<file path="src/rtl/wbc_dbgm.sv">
// Debug bus master: turns a UART byte stream into single 16-bit Wishbone
// read/write cycles and answers with read data, ACK (0x06) or NAK (0x15).
module wbc_dbgm #(
    parameter int unsigned TIMEOUT = 255
) (
    input  logic        wb_clk_i,
    input  logic        wb_rst_i,
    input  logic [7:0]  rx_dat_i,
    input  logic        rx_vld_i,
    output logic        rx_rdy_o,
    output logic [7:0]  tx_dat_o,
    output logic        tx_vld_o,
    input  logic        tx_rdy_i,
    input  logic        wbm_gnt_i,
    output logic [15:0] wbm_adr_o,
    output logic [15:0] wbm_dat_o,
    input  logic [15:0] wbm_dat_i,
    output logic        wbm_cyc_o,
    output logic        wbm_stb_o,
    output logic        wbm_we_o,
    output logic [1:0]  wbm_sel_o,
    input  logic        wbm_ack_i
);

    typedef enum logic [3:0] {
        IDLE, ADR0, ADR1, DAT0, DAT1, BUS, RSP0, RSP1, NAK
    } state_t;

    localparam logic [7:0]  OP_W   = 8'h57;
    localparam logic [7:0]  OP_B   = 8'h42;
    localparam logic [7:0]  OP_R   = 8'h52;
    localparam logic [7:0]  CH_ACK = 8'h06;
    localparam logic [7:0]  CH_NAK = 8'h15;
    localparam logic [15:0] TMO    = 16'(TIMEOUT);

    state_t      state_q;
    logic [7:0]  op_q;
    logic [15:0] adr_q, adr_d;
    logic [15:0] dat_q, dat_d;
    logic [7:0]  rhi_q;
    logic [15:0] cnt_q, cnt_dec;
    logic        rx_rdy_q, tx_vld_q;
    logic [7:0]  tx_dat_q;
    logic [15:0] wbm_adr_q, wbm_dat_q;
    logic        wbm_cyc_q, wbm_stb_q, wbm_we_q;
    logic [1:0]  wbm_sel_q;
    logic        rx_fire, tx_fire, last_byte, bus_start;

    // Word accesses are forced to an even address; byte writes keep the full address.
    function automatic logic [15:0] bus_adr(input logic [7:0] op, input logic [15:0] a);
        return (op == OP_B) ? a : {a[15:1], 1'b0};
    endfunction

    function automatic logic [1:0] bus_sel(input logic [7:0] op, input logic [15:0] a);
        if (op != OP_B) return 2'b11;
        return a[0] ? 2'b10 : 2'b01;
    endfunction

    function automatic logic [15:0] bus_dat(input logic [7:0] op, input logic [15:0] d);
        return (op == OP_B) ? {d[7:0], d[7:0]} : d;
    endfunction

    assign rx_fire   = rx_vld_i & rx_rdy_q;
    assign tx_fire   = tx_vld_q & tx_rdy_i;
    assign cnt_dec   = cnt_q - 16'd1;
    assign last_byte = rx_fire && ((state_q == ADR1 && op_q == OP_R) ||
                                   (state_q == DAT0 && op_q == OP_B) ||
                                   (state_q == DAT1));
    // Fields are taken from adr_d/dat_d so the byte arriving this edge is included.
    assign bus_start = wbm_gnt_i && !wbm_cyc_q && (last_byte || state_q == BUS);

    always_comb begin
        adr_d = adr_q;
        dat_d = dat_q;
        if (rx_fire) begin
            case (state_q)
                ADR0:    adr_d[7:0]  = rx_dat_i;
                ADR1:    adr_d[15:8] = rx_dat_i;
                DAT0:    dat_d[7:0]  = rx_dat_i;
                DAT1:    dat_d[15:8] = rx_dat_i;
                default: ;
            endcase
        end
    end

    always_ff @(posedge wb_clk_i or posedge wb_rst_i) begin
        if (wb_rst_i) begin
            state_q   <= IDLE;
            op_q      <= '0;
            adr_q     <= '0;
            dat_q     <= '0;
            rhi_q     <= '0;
            cnt_q     <= '0;
            rx_rdy_q  <= 1'b0;
            tx_vld_q  <= 1'b0;
            tx_dat_q  <= '0;
            wbm_adr_q <= '0;
            wbm_dat_q <= '0;
            wbm_cyc_q <= 1'b0;
            wbm_stb_q <= 1'b0;
            wbm_we_q  <= 1'b0;
            wbm_sel_q <= '0;
        end else begin
            adr_q <= adr_d;
            dat_q <= dat_d;
            case (state_q)
                IDLE: begin
                    rx_rdy_q <= 1'b1;
                    if (rx_fire) begin
                        op_q <= rx_dat_i;
                        if (rx_dat_i == OP_W || rx_dat_i == OP_B || rx_dat_i == OP_R) begin
                            state_q <= ADR0;
                        end else begin
                            state_q  <= NAK;
                            rx_rdy_q <= 1'b0;
                            tx_vld_q <= 1'b1;
                            tx_dat_q <= CH_NAK;
                        end
                    end
                end
                ADR0: if (rx_fire) state_q <= ADR1;
                ADR1: if (rx_fire) begin
                    if (op_q == OP_R) begin
                        state_q  <= BUS;
                        rx_rdy_q <= 1'b0;
                    end else begin
                        state_q <= DAT0;
                    end
                end
                DAT0: if (rx_fire) begin
                    if (op_q == OP_B) begin
                        state_q  <= BUS;
                        rx_rdy_q <= 1'b0;
                    end else begin
                        state_q <= DAT1;
                    end
                end
                DAT1: if (rx_fire) begin
                    state_q  <= BUS;
                    rx_rdy_q <= 1'b0;
                end
                BUS: if (wbm_stb_q) begin
                    // Ack takes priority over an expiring timeout on the same edge.
                    if (wbm_ack_i) begin
                        wbm_cyc_q <= 1'b0;
                        wbm_stb_q <= 1'b0;
                        wbm_we_q  <= 1'b0;
                        rhi_q     <= wbm_dat_i[15:8];
                        state_q   <= RSP0;
                        tx_vld_q  <= 1'b1;
                        tx_dat_q  <= wbm_we_q ? CH_ACK : wbm_dat_i[7:0];
                    end else begin
                        cnt_q <= cnt_dec;
                        if (cnt_dec == '0) begin
                            wbm_cyc_q <= 1'b0;
                            wbm_stb_q <= 1'b0;
                            wbm_we_q  <= 1'b0;
                            state_q   <= NAK;
                            tx_vld_q  <= 1'b1;
                            tx_dat_q  <= CH_NAK;
                        end
                    end
                end
                RSP0: if (tx_fire) begin
                    if (op_q == OP_R) begin
                        state_q  <= RSP1;
                        tx_dat_q <= rhi_q;
                    end else begin
                        state_q  <= IDLE;
                        tx_vld_q <= 1'b0;
                        rx_rdy_q <= 1'b1;
                    end
                end
                RSP1, NAK: if (tx_fire) begin
                    state_q  <= IDLE;
                    tx_vld_q <= 1'b0;
                    rx_rdy_q <= 1'b1;
                end
                default: state_q <= IDLE;
            endcase
            if (bus_start) begin
                wbm_cyc_q <= 1'b1;
                wbm_stb_q <= 1'b1;
                wbm_we_q  <= (op_q != OP_R);
                wbm_adr_q <= bus_adr(op_q, adr_d);
                wbm_sel_q <= bus_sel(op_q, adr_d);
                wbm_dat_q <= bus_dat(op_q, dat_d);
                cnt_q     <= TMO;
            end
        end
    end

    assign rx_rdy_o  = rx_rdy_q;
    assign tx_dat_o  = tx_dat_q;
    assign tx_vld_o  = tx_vld_q;
    assign wbm_adr_o = wbm_adr_q;
    assign wbm_dat_o = wbm_dat_q;
    assign wbm_cyc_o = wbm_cyc_q;
    assign wbm_stb_o = wbm_stb_q;
    assign wbm_we_o  = wbm_we_q;
    assign wbm_sel_o = wbm_sel_q;

endmodule

</file>
<file path="config.mk">
export PLATFORM = sky130hd
export DESIGN_NAME = wbc_dbgm
export DESIGN_NICKNAME = d
export VERILOG_FILES = /design/src/rtl/wbc_dbgm.sv
export SDC_FILE = /design/constraint.sdc
export NUM_CORES = 1
export LEC_CHECK = 0
export BUFFER_PORTS_ARGS = -buffer_cell sky130_fd_sc_hd__buf_4
export CORE_UTILIZATION = 46
export CTS_CLUSTER_SIZE = 14
export DETAILED_ROUTE_END_ITERATION = 6
export PLACE_DENSITY = 0.66
export SYNTH_ARGS = -nofsm -noshare
export SYNTH_HDL_FRONTEND = slang
export SYNTH_SLANG_ARGS = --single-unit
export TNS_END_PERCENT = 30
</file>
<file path="constraint.sdc">
create_clock -name wb_clk_i -period 4.55 [get_ports wb_clk_i]
set_input_delay 0.91 -clock wb_clk_i [delete_from_list [all_inputs] [get_ports wb_clk_i]]
set_output_delay 0.91 -clock wb_clk_i [all_outputs]
set_load 0.01 [all_outputs]
</file>
== Word level (Yosys, flattened, before mapping) ==
Cells that the tools add are included.
Widths: inputs -> output; s select.

* Bitwise logic cells: 2
* Equality and inequality tests: 30
* Muxes and demuxes: 72
* Reduce and logical (&&, ||, !) cells: 28
* Add/subtract/negate cells: 1

{| class="wikitable"
|+ Operator list
! operator !! number
|-
| $mux 16 || 7
|-
| $mux 8 || 12
|-
| $mux 4 || 11
|-
| $eq 8x7->1 const B || 5
|-
| $mux 1 || 33
|-
| $pmux 4 s8 || 1
|-
| $pmux 8 s3 || 1
|-
| $ne 2x2->1 const B || 11
|-
| $reduce_and 9->1 || 2
|-
| $eq 4x3->1 const B || 4
|-
| $logic_not 16->1 || 1
|-
| $ne 8x7->1 const B || 2
|-
| $sub 16x1->16 const B || 1
|-
| $reduce_and 3->1 || 3
|-
| $eq 4x2->1 const B || 2
|-
| $reduce_and 8->1 || 1
|-
| $reduce_and 7->1 || 1
|-
| $mux 2 || 3
|-
| $mux 3 || 2
|-
| $ne 2x1->1 const B || 3
|-
| $pmux 1 s6 || 1
|-
| $reduce_bool 3->1 || 2
|-
| $reduce_bool 6->1 || 1
|-
| $logic_and 1x1->1 || 5
|-
| 12 further kinds || 18
|}

* Logic and storage cells: 148
* Register bits: 115
* Input bits: 30
* Output and inout port bits: 47

== Depth between registers and ports, before layout ==
* Depth after elaboration: 9
* Mapped depth: 8
* Mapped depth without buffers: 8

== Least setup slack after synthesis ==
Ideal clock, no wire load.

* Path type: input to register
* Start: input wbm_ack_i
* End: register cnt_q[14]
* Stages on the path: 7
* Data required time: 4.430 ns
* Library setup time: 0.120 ns
* Buffers on the path: 1
* Path slack: 1.905 ns
* Data arrival time: 2.525 ns
* Cells stage by stage: clkbuf_1 > nor2b_1 > nand3_1 > or4_1 > or4_1 > xor2_1 > nor2_2

* Cells in the longest elaborated chain, start to end: 2

{| class="wikitable"
|+ RTL lines
! item !! RTL line !! RTL
|-
| from (decl) || 22 || <nowiki>input logic wbm_ack_i</nowiki>
|-
| $ne 2x1->1 (no source line) || -- ||
|-
| $reduce_and 3->1 (no source line) || -- ||
|-
| to (signal assigned) || 153 || <nowiki>cnt_q <= cnt_dec;</nowiki>
|-
| to (decl) || 41 || <nowiki>logic [15:0] cnt_q, cnt_dec;</nowiki>
|}

Every way passes these cells.
A chain may end at the register's enable or synchronous reset.

== Worst setup path after layout ==
* Start: register state_q[2]
* End: register wbm_dat_q[15] (netlist: wbm_dat_o[15])

* Cells in the longest elaborated chain, start to end: 7
* Elaborated cells on any way between the ends: 15
* Those cells by class: eq/ne (4); mux (4); reduce/logical (7)

{| class="wikitable"
|+ RTL lines
! item !! RTL line !! RTL
|-
| from (decl) || 36 || <nowiki>state_t state_q;</nowiki>
|-
| from (signal assigned) || 88 || <nowiki>state_q <= IDLE;</nowiki>
|-
| from (signal assigned) || 112 || <nowiki>state_q <= ADR0;</nowiki>
|-
| from (signal assigned) || 114 || <nowiki>state_q <= NAK;</nowiki>
|-
| $eq 4x2->1 (on tied branches) || 66, 67, 76 ||
|-
| $logic_and 1x1->1 (on tied branches) || 66, 67 ||
|-
| $logic_or 1x1->1 || 66 || <nowiki>assign last_byte = rx_fire && ((state_q == ADR1 && op_q == OP_R) ||</nowiki>
|-
| $logic_or 1x1->1 || 67 || <nowiki>(state_q == DAT0 && op_q == OP_B) ||</nowiki>
|-
| $logic_and 1x1->1 || 66 ||
|-
| $logic_or 1x1->1 || 70 || <nowiki>assign bus_start = wbm_gnt_i && !wbm_cyc_q && (last_byte || state_q == BUS);</nowiki>
|-
| $logic_and 1x1->1 || 70 ||
|-
| to (signal assigned) || 187 || <nowiki>wbm_dat_q <= bus_dat(op_q, dat_d);</nowiki>
|-
| to (decl) || 44 || <nowiki>logic [15:0] wbm_adr_q, wbm_dat_q;</nowiki>
|}

Parallel ways exist; a longest one is shown, timed or not.

==> flow_metrics.env <==
export IMPL_status="completed"
export IMPL_syn_inst=456
export IMPL_cts_root_buf="clkbuf_16"
export IMPL_drt_initial_drc_count=126
export IMPL_antenna_found_initial=0
export IMPL_fillers=929
export IMPL_wirelength_um=11700
export IMPL_dp_cells=655
export IMPL_core_area_mm2=0.0110
export IMPL_synth_top_family_by_area="multiplexers"
export IMPL_cts_buffer_depth=2
export IMPL_power_density_mw_per_mm2=705
export IMPL_relSlewSlack_pct=42.8
export IMPL_muxShareOfSynthArea_pct=17.4
export IMPL_diodes=0
export IMPL_fp_dieH_um=109
export IMPL_grt_pass1_vias=3852
export IMPL_irDropWorstVdd_uv=394
export IMPL_ys_ff_latch=115
export IMPL_reg2reg_slack_ps=1590
export IMPL_crit_chain="nor2b_1 > nand2_1 > a2111oi_4 > buf_4 > mux2_2"
export IMPL_hold_path_depth=1
export IMPL_synthAdderAreaFrac_pct=0.474
export IMPL_regArea_mm2=0.00288
export IMPL_synth_seq_area_share_pct=54.5
export IMPL_r2r_start="state_q[2]"
export IMPL_htree_levels=4
export IMPL_final_nets=566
export IMPL_post_drt_wl_per_cell_um=17.0
export IMPL_ff2ff_path_depth=5
export IMPL_period_minus_slack_ps=2960
export IMPL_setup_viol=0
export IMPL_crit_path_max_incr_delay_ps=630
export IMPL_synth_simple_gate_area_share_pct=11.8
export IMPL_clock_skew_ps=10.7
export IMPL_startpoint_type="flip-flop"
export IMPL_cts_hold_buffers=0
export IMPL_gr_usage_all_layers_pct=21.4
export IMPL_yosys_warnings=0
export IMPL_rsz0062_at_grt="no"
export IMPL_drive_gt1_share_pct=36.0
export IMPL_cts_buffers=17
export IMPL_core_rowCount=38
export IMPL_rr_endpoint="wbm_dat_o[15]"
export IMPL_synthesis_area_mm2=0.00528
export IMPL_io_pins=77
export IMPL_grt_pass1_wl_um=19000
export IMPL_synthFlopType="dfrtp_1"
export IMPL_power_mw=4.67
export IMPL_post_cts_buffers=0
export IMPL_path_class="flip-flop to flip-flop"
export IMPL_grt_max_degree=69
export IMPL_final_cells=687
export IMPL_hold_class="flip-flop to flip-flop"
export IMPL_crit_family="simple AND/OR/NAND/NOR gates"
export IMPL_hold_end="adr_q[11]"
export IMPL_gp_congestion=0.875
export IMPL_max_freq_mhz=338
export IMPL_multiInputGateArea_mm2=0.00226
export IMPL_drv_slew=0
export IMPL_routed_via_count=3825
export IMPL_mostFrequentLayoutCell="dfrtp_1"
export IMPL_critPathBufInv=1
export IMPL_cts_resized=0
export IMPL_dp_hpwl_um=7500
export IMPL_avgViaCountPerCell=5.57
export IMPL_io_buffers=76
export IMPL_cts_tree="yes"
export IMPL_avgSynthCellArea_um2=11.6
export IMPL_crit_slowest_cell="buf_4"
export IMPL_drc_errors=0
export IMPL_clkSinkCount=115
export IMPL_timing_max_cap_violations=0
export IMPL_fp_dieW_um=109
export IMPL_dieArea_mm2=0.0119
export IMPL_worst_slew_pin_slew_ps=859
export IMPL_worstSkewPairLatency_ps=420
export IMPL_leakagePower_nw=3.08
export IMPL_clk_pin_slew_ps=60
export IMPL_critPathMaxFanout=62
export IMPL_cp_startpoint="state_q[2]"
export IMPL_areaGrowthSynthToFinish_pct=25.3
export IMPL_endpoint_kind="flip-flop"
export IMPL_start_util_pct=47.9
export IMPL_worstHoldStart="adr_q[11]"
export IMPL_drtAntennaViolNets=0
export IMPL_dr_pass1_iters=4
export IMPL_synthXorXnorAreaFrac_pct=2.65
export IMPL_synth_compound_area_share_pct=10.1
export IMPL_synth_edf_count=0
export IMPL_synth_cell_types=56
export IMPL_async_reset_ff_share_pct=100
export IMPL_fin_tns_setup_ps=0
export IMPL_finalCritPeriodShare_pct=65.1
export IMPL_critPathRequiredTime_ps=4850
export IMPL_synth_fp_nets=488
export IMPL_arrival_ps=3260
export IMPL_hold_viol_final=0
export IMPL_final_cell_mix="115 x dfrtp_1, 81 x buf_4, 72 x mux2_2"
export IMPL_grt_ovfl_total=0
through the flow:
step | worst slack, ps | util (%) | instance area, um^2 | hold slack (ps)
after CTS | 1590 | 60.0 | 6620 | 496
final | 1590 | 60.0 | 6620 | 495
after floorplan | 596 | - | 5280 | 466
after global routing | 1390 | 60.0 | 6620 | 500
after global placement | 1680 | 54.3 | 5990 | 475
after detailed placement | 1620 | 54.3 | 5990 | 482
cells by family (layout without fill, tap and decap cells):
group                      after synthesis  after routing
AOI/OAI and AO/OA                       77             77
xor gates and xnor gates                16             16
buffers and inverters                   40            131
DFF                                    115            115
muxes                                   83             83
and+or+nand+nor                        123            123
adders and majority gates                2              2
layer usage:
metal | global-route usage [%] | up-vias | share of wire, %
li1 | - | 1778 | -
met1 | 27.2 | 1909 | 45
met2 | 35.0 | 123 | 49
met3 | 5.14 | 15 | 4.4
met4 | 9.24 | 0 | 1.7
met5 | 0 | - | 0
cell usage after synthesis (4+ instances only):
master / instances / area share [%]
nand2_1: 22 / 1.6
nor4_1: 4 / 0.47
a22o_1: 6 / 0.99
dfrtp_1: 115 / 54
o21ai_0: 9 / 0.85
xor2_1: 7 / 1.2
xnor2_1: 9 / 1.5
nand3_1: 9 / 0.85
inv_1: 18 / 1.3
mux2_2: 72 / 15
nor3_1: 9 / 0.85
nor2_1: 42 / 3.0
nand2b_1: 6 / 0.71
mux2i_1: 11 / 2.1
clkbuf_1: 17 / 1.2
a21oi_1: 29 / 2.7
nor2b_1: 7 / 0.83
how the worst max path moves through the flow:
stage	end	slack [ps]	cells after the start
2_1_floorplan	adr_q[0]	600	1
3_5_place_dp	wbm_dat_o[8]	1620	7
4_1_cts	wbm_dat_o[11]	1590	6
5_1_grt	wbm_dat_o[11]	1390	5
3_3_place_gp	wbm_dat_o[12]	1680	5
6_report	wbm_dat_o[15]	1590	5
registers in the layout, indices dropped and copies added (netlist names):
signal,flops
wbm_we_o,1
dat_q,16
tx_dat_o,8
wbm_adr_o,16
rhi_q,8
wbm_cyc_o,1
wbm_stb_o,1
tx_vld_o,1
cnt_q,16
state_q,4
wbm_dat_o,16
op_q,8
adr_q,16
rx_rdy_o,1
wbm_sel_o,2
layout make-up:
type,count,area share (%)
timing repair buffer,81,9.19
multi-input combinational,301,34.2
inverter,18,1.06
tap,140,2.65
clock inverter,15,3.06
clock buffer,17,6.43
sequential,115,43.5
power by group:
group,switching [mW],leakage [nW],internal [mW]
combinational,0.716,1.34,0.791
clock,0.496,0.304,0.920
sequential,0.308,1.44,1.44
total,1.52,3.08,3.15
Note: power is estimated with default switching activity, not from simulation.
